### src/rtl/transaction_ctrl.sv
// transaction_ctrl: FIFO transaction FSM with threshold registers, MF pop and round-robin VC pop arbitration
module transaction_ctrl #(
  parameter int MF_SIZE = 2,
  parameter int VC_SIZE = 3,
  parameter int D_SIZE  = 2
) (
  input  logic               clk,
  input  logic               reset,
  input  logic               init,
  input  logic [MF_SIZE-1:0] MF_full_umbral_in,
  input  logic [MF_SIZE-1:0] MF_empty_umbral_in,
  input  logic [VC_SIZE-1:0] VC_full_umbral_in,
  input  logic [VC_SIZE-1:0] VC_empty_umbral_in,
  input  logic [D_SIZE-1:0]  D_full_umbral_in,
  input  logic [D_SIZE-1:0]  D_empty_umbral_in,
  input  logic [4:0]         fifo_empty,
  input  logic [4:0]         fifo_error,
  input  logic [3:0]         almost_full,
  input  logic               mf_head_vc,
  input  logic               vc0_head_d,
  input  logic               vc1_head_d,
  output logic [MF_SIZE-1:0] MF_full_umbral_out,
  output logic [MF_SIZE-1:0] MF_empty_umbral_out,
  output logic [VC_SIZE-1:0] VC_full_umbral_out,
  output logic [VC_SIZE-1:0] VC_empty_umbral_out,
  output logic [D_SIZE-1:0]  D_full_umbral_out,
  output logic [D_SIZE-1:0]  D_empty_umbral_out,
  output logic               pop_MF,
  output logic               pop_VC0,
  output logic               pop_VC1,
  output logic [2:0]         state_out,
  output logic               idle_out,
  output logic               active_out,
  output logic               error_out,
  output logic [4:0]         error_src
);
  typedef enum logic [2:0] {
    S_RESET  = 3'd0,
    S_INIT   = 3'd1,
    S_IDLE   = 3'd2,
    S_ACTIVE = 3'd3,
    S_ERROR  = 3'd4
  } state_t;
  state_t state_q, state_d;
  logic [MF_SIZE-1:0] mf_full_q, mf_full_d, mf_empty_q, mf_empty_d;
  logic [VC_SIZE-1:0] vc_full_q, vc_full_d, vc_empty_q, vc_empty_d;
  logic [D_SIZE-1:0]  d_full_q, d_full_d, d_empty_q, d_empty_d;
  logic [4:0]         error_src_q, error_src_d;
  logic               last_vc_q, last_vc_d;
  logic               run, ld, act, el0, el1;
  always_comb begin
    run = state_q == S_IDLE || state_q == S_ACTIVE;
    ld  = state_q == S_INIT;
    act = state_q == S_ACTIVE;
    state_d = state_q == S_RESET ? S_INIT :
              state_q == S_INIT  ? (init ? S_INIT : S_IDLE) :
              run ? (|fifo_error ? S_ERROR : init ? S_INIT : ~&fifo_empty ? S_ACTIVE : S_IDLE) :
              state_q == S_ERROR ? S_ERROR : S_RESET;
    error_src_d = run && |fifo_error ? fifo_error : error_src_q;
    mf_full_d  = ld ? MF_full_umbral_in  : mf_full_q;
    mf_empty_d = ld ? MF_empty_umbral_in : mf_empty_q;
    vc_full_d  = ld ? VC_full_umbral_in  : vc_full_q;
    vc_empty_d = ld ? VC_empty_umbral_in : vc_empty_q;
    d_full_d   = ld ? D_full_umbral_in   : d_full_q;
    d_empty_d  = ld ? D_empty_umbral_in  : d_empty_q;
    pop_MF  = act & ~fifo_empty[0] & ~almost_full[{1'b0, mf_head_vc}];
    el0     = act & ~fifo_empty[1] & ~almost_full[{1'b1, vc0_head_d}];
    el1     = act & ~fifo_empty[2] & ~almost_full[{1'b1, vc1_head_d}];
    pop_VC0 = el0 & (~el1 | last_vc_q);
    pop_VC1 = el1 & (~el0 | ~last_vc_q);
    last_vc_d = pop_VC0 ? 1'b0 : pop_VC1 ? 1'b1 : last_vc_q;
  end
  always_ff @(posedge clk) begin
    if (reset) begin
      state_q     <= S_RESET;
      mf_full_q   <= '0;
      mf_empty_q  <= '0;
      vc_full_q   <= '0;
      vc_empty_q  <= '0;
      d_full_q    <= '0;
      d_empty_q   <= '0;
      error_src_q <= '0;
      last_vc_q   <= 1'b1;
    end else begin
      state_q     <= state_d;
      mf_full_q   <= mf_full_d;
      mf_empty_q  <= mf_empty_d;
      vc_full_q   <= vc_full_d;
      vc_empty_q  <= vc_empty_d;
      d_full_q    <= d_full_d;
      d_empty_q   <= d_empty_d;
      error_src_q <= error_src_d;
      last_vc_q   <= last_vc_d;
    end
  end
  assign MF_full_umbral_out  = mf_full_q;
  assign MF_empty_umbral_out = mf_empty_q;
  assign VC_full_umbral_out  = vc_full_q;
  assign VC_empty_umbral_out = vc_empty_q;
  assign D_full_umbral_out   = d_full_q;
  assign D_empty_umbral_out  = d_empty_q;
  assign state_out  = state_q;
  assign idle_out   = state_q == S_IDLE;
  assign active_out = state_q == S_ACTIVE;
  assign error_out  = state_q == S_ERROR;
  assign error_src  = error_src_q;
endmodule

### config.mk
export PLATFORM = sky130hd
export DESIGN_NAME = transaction_ctrl
export DESIGN_NICKNAME = d
export VERILOG_FILES = /design/src/rtl/transaction_ctrl.sv
export SDC_FILE = /design/constraint.sdc
export NUM_CORES = 1
export LEC_CHECK = 0
export CORE_MARGIN = 3
export CORE_UTILIZATION = 32
export CTS_CLUSTER_DIAMETER = 200
export DETAILED_ROUTE_END_ITERATION = 16
export GPL_TIMING_DRIVEN = 0
export MAX_ROUTING_LAYER = met4
export PLACE_DENSITY = 0.84
export SYNTH_ARGS = -nofsm -noshare
export SYNTH_HDL_FRONTEND = slang
export SYNTH_SLANG_ARGS = --single-unit
### constraint.sdc
create_clock -name clk -period 1.37 [get_ports clk]
set_input_delay 0.274 -clock clk [delete_from_list [all_inputs] [get_ports clk]]
set_output_delay 0.274 -clock clk [all_outputs]
set_load 0.02 [all_outputs]
### Word-level counts from Yosys, hierarchy flattened

Index checks and enable logic that the tools add are counted.

| storage, ports and cells | value |
|---|---|
| bits in registers | 23 |
| input port bits | 34 |
| output and inout bits | 28 |
| logic and storage cells | 59 |

| cells by class | value |
|---|---|
| magnitude comparators | 3 |
| eq/ne operators | 4 |
| mux-type cells | 16 |
| bitwise logic cells | 19 |
| reductions and logical operators | 7 |

Operators by type and width:

| operator | count |
|---|---|
| $mux W3 | 4 |
| $mux W1 | 10 |
| $not A1 Y1 | 9 |
| $and A1 B1 Y1 | 8 |
| $eq A3 B2 Y1 const B | 2 |
| $lt A2 B3 Y1 const B | 2 |
| $reduce_and A5 Y1 | 1 |
| $reduce_or A5 Y1 | 1 |
| $mux W2 | 2 |
| $eq A3 B1 Y1 const B | 1 |
| $eq A3 B3 Y1 const B | 1 |
| $logic_not A3 Y1 | 1 |
| $lt A1 B3 Y1 const B | 1 |
| $or A1 B1 Y1 | 2 |
| $reduce_bool A2 Y1 | 1 |
| $reduce_or A2 Y1 | 1 |
| $logic_and A1 B1 Y1 | 1 |
| $logic_or A1 B1 Y1 | 1 |

### Logic depth before layout (Yosys ltp)

| depth | value |
|---|---|
| depth after elaboration | 9 |
| depth in mapped cells | 6 |

### Worst setup path after synthesis

OpenSTA, ideal clock, no wires.

| path | value |
|---|---|
| kind | reg-to-output |
| from | register state_q[1], in the netlist state_out[1] |
| to | output port pop_MF |
| arrival | 1,866 ps |
| data required time | 1,096 ps |
| path slack | -770 ps |
| cell stages (with the launch flop) | 4 |
| path through | dfxtp_1 -> buf_6 -> nand3b_1 -> a2111oi_0 |

| between the ends | value |
|---|---|
| longest elaborated chain between the ends | 3 |

Ends and longest elaborated chain:

| item | line | source |
|---|---|---|
| start, declared | 44 | `state_t state_q, state_d;` |
| start signal, assigned | 85 | `state_q <= state_d;` |
| $eq A3 B2 Y1 | 54 | `act = state_q == S_ACTIVE;` |
| $and A1 B1 Y1 (2 in a row) | 66 | `pop_MF = act & ~fifo_empty[0] & ~almost_full[{1'b0, mf_head_vc}];` |
| end, declared | 28 | `output logic pop_MF,` |

Every way passes these cells.

### Worst setup path after layout

| path | value |
|---|---|
| from | register state_q[2], in the netlist state_out[2] |
| to | output port pop_VC1 |

| between the ends | value |
|---|---|
| longest elaborated chain between the ends | 6 |
| elaborated cells between the ends (all ways) | 8 |

Ends and longest elaborated chain:

| item | line | source |
|---|---|---|
| $eq A3 B2 Y1 (*) | 54 |  |
| $and A1 B1 Y1 (2 in a row) | 67 | `el0 = act & ~fifo_empty[1] & ~almost_full[{1'b1, vc0_head_d}];` |
| $not A1 Y1 | 70 | `pop_VC1 = el1 & (~el0 \| ~last_vc_q);` |
| $or A1 B1 Y1 | 70 |  |
| $and A1 B1 Y1 (*) | 70 |  |
| end, declared | 30 | `output logic pop_VC1,` |

Every way passes the cells marked *; elsewhere a longest branch is shown, timed or not.

==> flow_metrics.py <==
metrics = {
    "run": {
        "cap_viol_max_count": 0,
    },
    "setup_path": {
        "reg2reg_setup_slack_ns": -0.07,
        "cpLargestDelayFamily": "simple AND/OR/NAND/NOR gates",
        "timing.critical_path.cells": "nand3b_1, or3_4, a21oi_4, buf_6",
        "cp_slowest_stage_delay_ns": 0.39,
        "worstSetupPathDepth": 4,
        "worstPathRequired_ns": 1.10,
        "critPathLaunchType": "flop",
        "timing.rr.start": "state_out[1]",
        "worstPathBufferInverterCount": 1,
        "reg2regPathDepth": 6,
        "cp_slowest_cell": "or3_4",
        "crit_path_end_kind": "primary output",
        "worst_r2r_endpoint": "VC_full_umbral_out[2]",
        "arrival_ns": 1.59,
        "critPathKind": "reg -> out",
        "maximum_net_fanout_on_the_critical_path": 4,
    },
    "detailed_routing": {
        "route.met2.wl_um": 2040,
        "routed.top_layer": "met4",
        "wirelength_um": 3630,
        "met1Wirelength_um": 1370,
        "wl_met3_um": 101,
        "drt_drc_violations_left": 0,
        "final_antenna_net_count": 0,
        "vias": 1166,
        "first_iter_violations": 31,
        "firstDrtPassIters": 4,
        "drt-vias-per-instance": 4.86,
        "post_drt_wl_per_cell_um": 15.1,
    },
    "clocking": {
        "total_clock_buffers_created_by_cts": 3,
        "tritoncts_num_sinks": 23,
        "cts_max_path_buffers": 2,
        "clkSlewWorstSetupHoldPaths_ns": 0.13,
        "cts_tree": "yes",
        "clock_tree.root_cell": "clkbuf_4",
        "htree_num_levels": 1,
        "cts.hold.buffers_added": 0,
        "clock_insertion_delay_worst_skew_ns": 0.33,
    },
    "global_route": {
        "initial_antenna_violation_count": 0,
        "global_route.overflow_total": 0,
        "first_global_vias": 1126,
        "grt_first_pass_wirelength_um": 5330,
        "globalRouteTotalUtil_pct": 19.4,
        "largest_net_degree_at_the_start_of_global_routing": 13,
    },
    "yosys": {
        "number_of_instances_in_the_synthesized_netlist": 118,
        "netlist.area_leader.share_pct": 46.0,
        "yosys_warnings": 0,
        "seq_area_frac_synth_pct": 46.0,
        "synth.ff_latch_count": 23,
        "leading_area_contributor_after_synthesis": "dfxtp_1",
        "synthTopCellsByArea": "dfxtp_1, nand2_1, a21oi_1",
        "synth-async-reset-ratio_pct": 0,
        "synth.cell_area_mm2": 0.00100,
        "avgSynthCellArea_um2": 8.48,
        "synth-edff-count": 0,
        "yosysUniqueCellTypes": 29,
        "ys_top_cells_by_count": "nand2_1, dfxtp_1, a21oi_1, nand2b_1",
        "post-synth-top-count-cell": "nand2_1",
        "synth_flop_cell": "dfxtp_1",
        "postSynthNetCount": 152,
    },
    "placed_design": {
        "globalplace.congestion": 0.730,
        "dp_cells": 220,
        "dp_hpwl_um": 2450,
        "numPortBuffers": 60,
    },
    "sta": {
        "setup-violations-final": 19,
        "worst_hold_slack_ns": 0.275,
        "finalHoldViolCount": 0,
        "final.period_utilization_pct": 136,
        "max_slew_margin_pct": 61.9,
        "fin_worst_skew_ns": 0.00380,
        "worst-slew-pin-transition_ns": 0.572,
        "finalSetupTns_ns": -2.64,
        "timing.final.crit_period_ns": 1.87,
        "maxSlewViolCount": 0,
        "max_clock_freq_mhz": 536,
        "post-route-worst-setup-slack_ns": -0.497,
        "rsz_0062_raised_after_global_routing": "yes",
    },
    "layout": {
        "ratio_of_cells_with_drive_above_1_in_the_final_layout_pct": 33.8,
        "synthToLayoutAreaGrowth_pct": 95.9,
        "ant_diodes": 0,
        "finalNonFillerCells": 240,
        "fillerInstances": 213,
        "final_nets": 233,
    },
    "hold_path": {
        "hold-path-endpoint": "error_src[3]",
        "timing.hold.worst.start": "fifo_error[3]",
        "timing.hold.worst.class": "in -> reg",
        "min_path_cells": 3,
    },
    "floorplan": {
        "initial_core_util_pct": 34.8,
        "floorplan.rows": 19,
        "die_h_um": 61.9,
        "die_w_um": 61.9,
        "fp.coreArea_mm2": 0.00288,
        "ioPinCount": 62,
        "fp.dieArea_mm2": 0.00384,
    },
    "power_and_ir_drop": {
        "peakVddDrop_v": 0.000480,
        "totalPowerFinal_w": 0.00155,
        "p_leak_nw": 0.854,
        "powerDensity_mw_per_mm2": 793,
    },
    "run_status": {
        "status": "finished, violations left",
        "violations": "negative setup slack",
    },
}
==> cell type report <==
class	instances	area [um2]	share of cell area, %
buffer	5	33.8	1.72
clock buffer	4	26.3	1.34
inverter	2	7.51	0.383
multi-input combinational	86	642	32.7
sequential	23	469	23.9
tap	42	52.6	2.68
timing repair buffer	78	729	37.2
==> logic make-up (layout without fill, tap and decap cells) <==
| group | Yosys count | after routing | synth area share [%] |
|---|---|---|---|
| AND/OR/NAND/NOR | 56 | 56 | 29.4 |
| AO/OA/AOI/OAI | 28 | 28 | 17.3 |
| flip-flops | 23 | 23 | 46.0 |
| buffers and inverters | 9 | 89 | 5.13 |
| multiplexers | 2 | 2 | 2.25 |
==> layer usage <==
layer  up-vias  global-route usage [%]
met3        15                   0.826
met5         -                       -
met1       558                    21.8
met2        28                    35.0
met4         0                    9.09
li1        565                       -
==> worst max-delay path by stage <==
stage | startpoint | endpoint
after global placement | vc1_head_d | pop_VC1
after detailed placement | vc1_head_d | pop_VC1
after floorplan | state_out[1] | pop_VC1
after global routing | state_out[0] | pop_VC0
after CTS | state_out[2] | pop_VC0
final | state_out[2] | pop_VC1
==> where the power goes <==
group          internal (W)  switching, W
clock network      0.000115      0.000226
registers          0.000710     0.0000311
logic              0.000243      0.000230
total               0.00107      0.000487
==> through the flow <==
stage | utilization [%] | worst slack [ns] | cell area (um2)
floorplan | - | -0.175 | 1040
global placement | 58.9 | -1.04 | 1700
detailed placement | 58.9 | -1.05 | 1700
CTS | 65.7 | -0.458 | 1890
global route | 68.2 | -0.537 | 1960
finish | 68.2 | -0.497 | 1960
==> worst reg2reg max path, cell delays in order, from the launching register on <==
cell and delay, ns:
dfxtp_4 0.37, buf_6 0.12, buf_6 0.12, or3b_4 0.43, buf_6 0.16, nand2_2 0.06
a21oi_2 0.06
==> cells in the final DEF, fill, tap and decap left out, drive strengths merged, types with 5 or more instances in the layout <==
cell type | synthesis | final
clkdlybuf4s50 | 0 | 25
nor2b | 5 | 5
a21oi | 16 | 16
clkbuf | 3 | 7
nand2b | 6 | 6
buf | 4 | 27
dlygate4sd2 | 0 | 25
nand2 | 29 | 29
nand3b | 5 | 5
dfxtp | 23 | 23
==> sequential cells by signal, summed over array words and instances (netlist names) <==
name / count
error_src: 5
VC_full_umbral_out: 3
VC_empty_umbral_out: 3
MF_full_umbral_out: 2
state_out: 3
MF_empty_umbral_out: 2
last_vc_q: 1
D_empty_umbral_out: 2
D_full_umbral_out: 2
==> timing repair <==
item                       in CTS  in global routing
pin swaps                      21                  5
resized for setup              92                 16
setup endpoints to repair      42                 29
hold endpoints to repair        0                  0
setup buffers                  13                  4
gates cloned                    1                  0
Power figures use the tool's default switching activity.
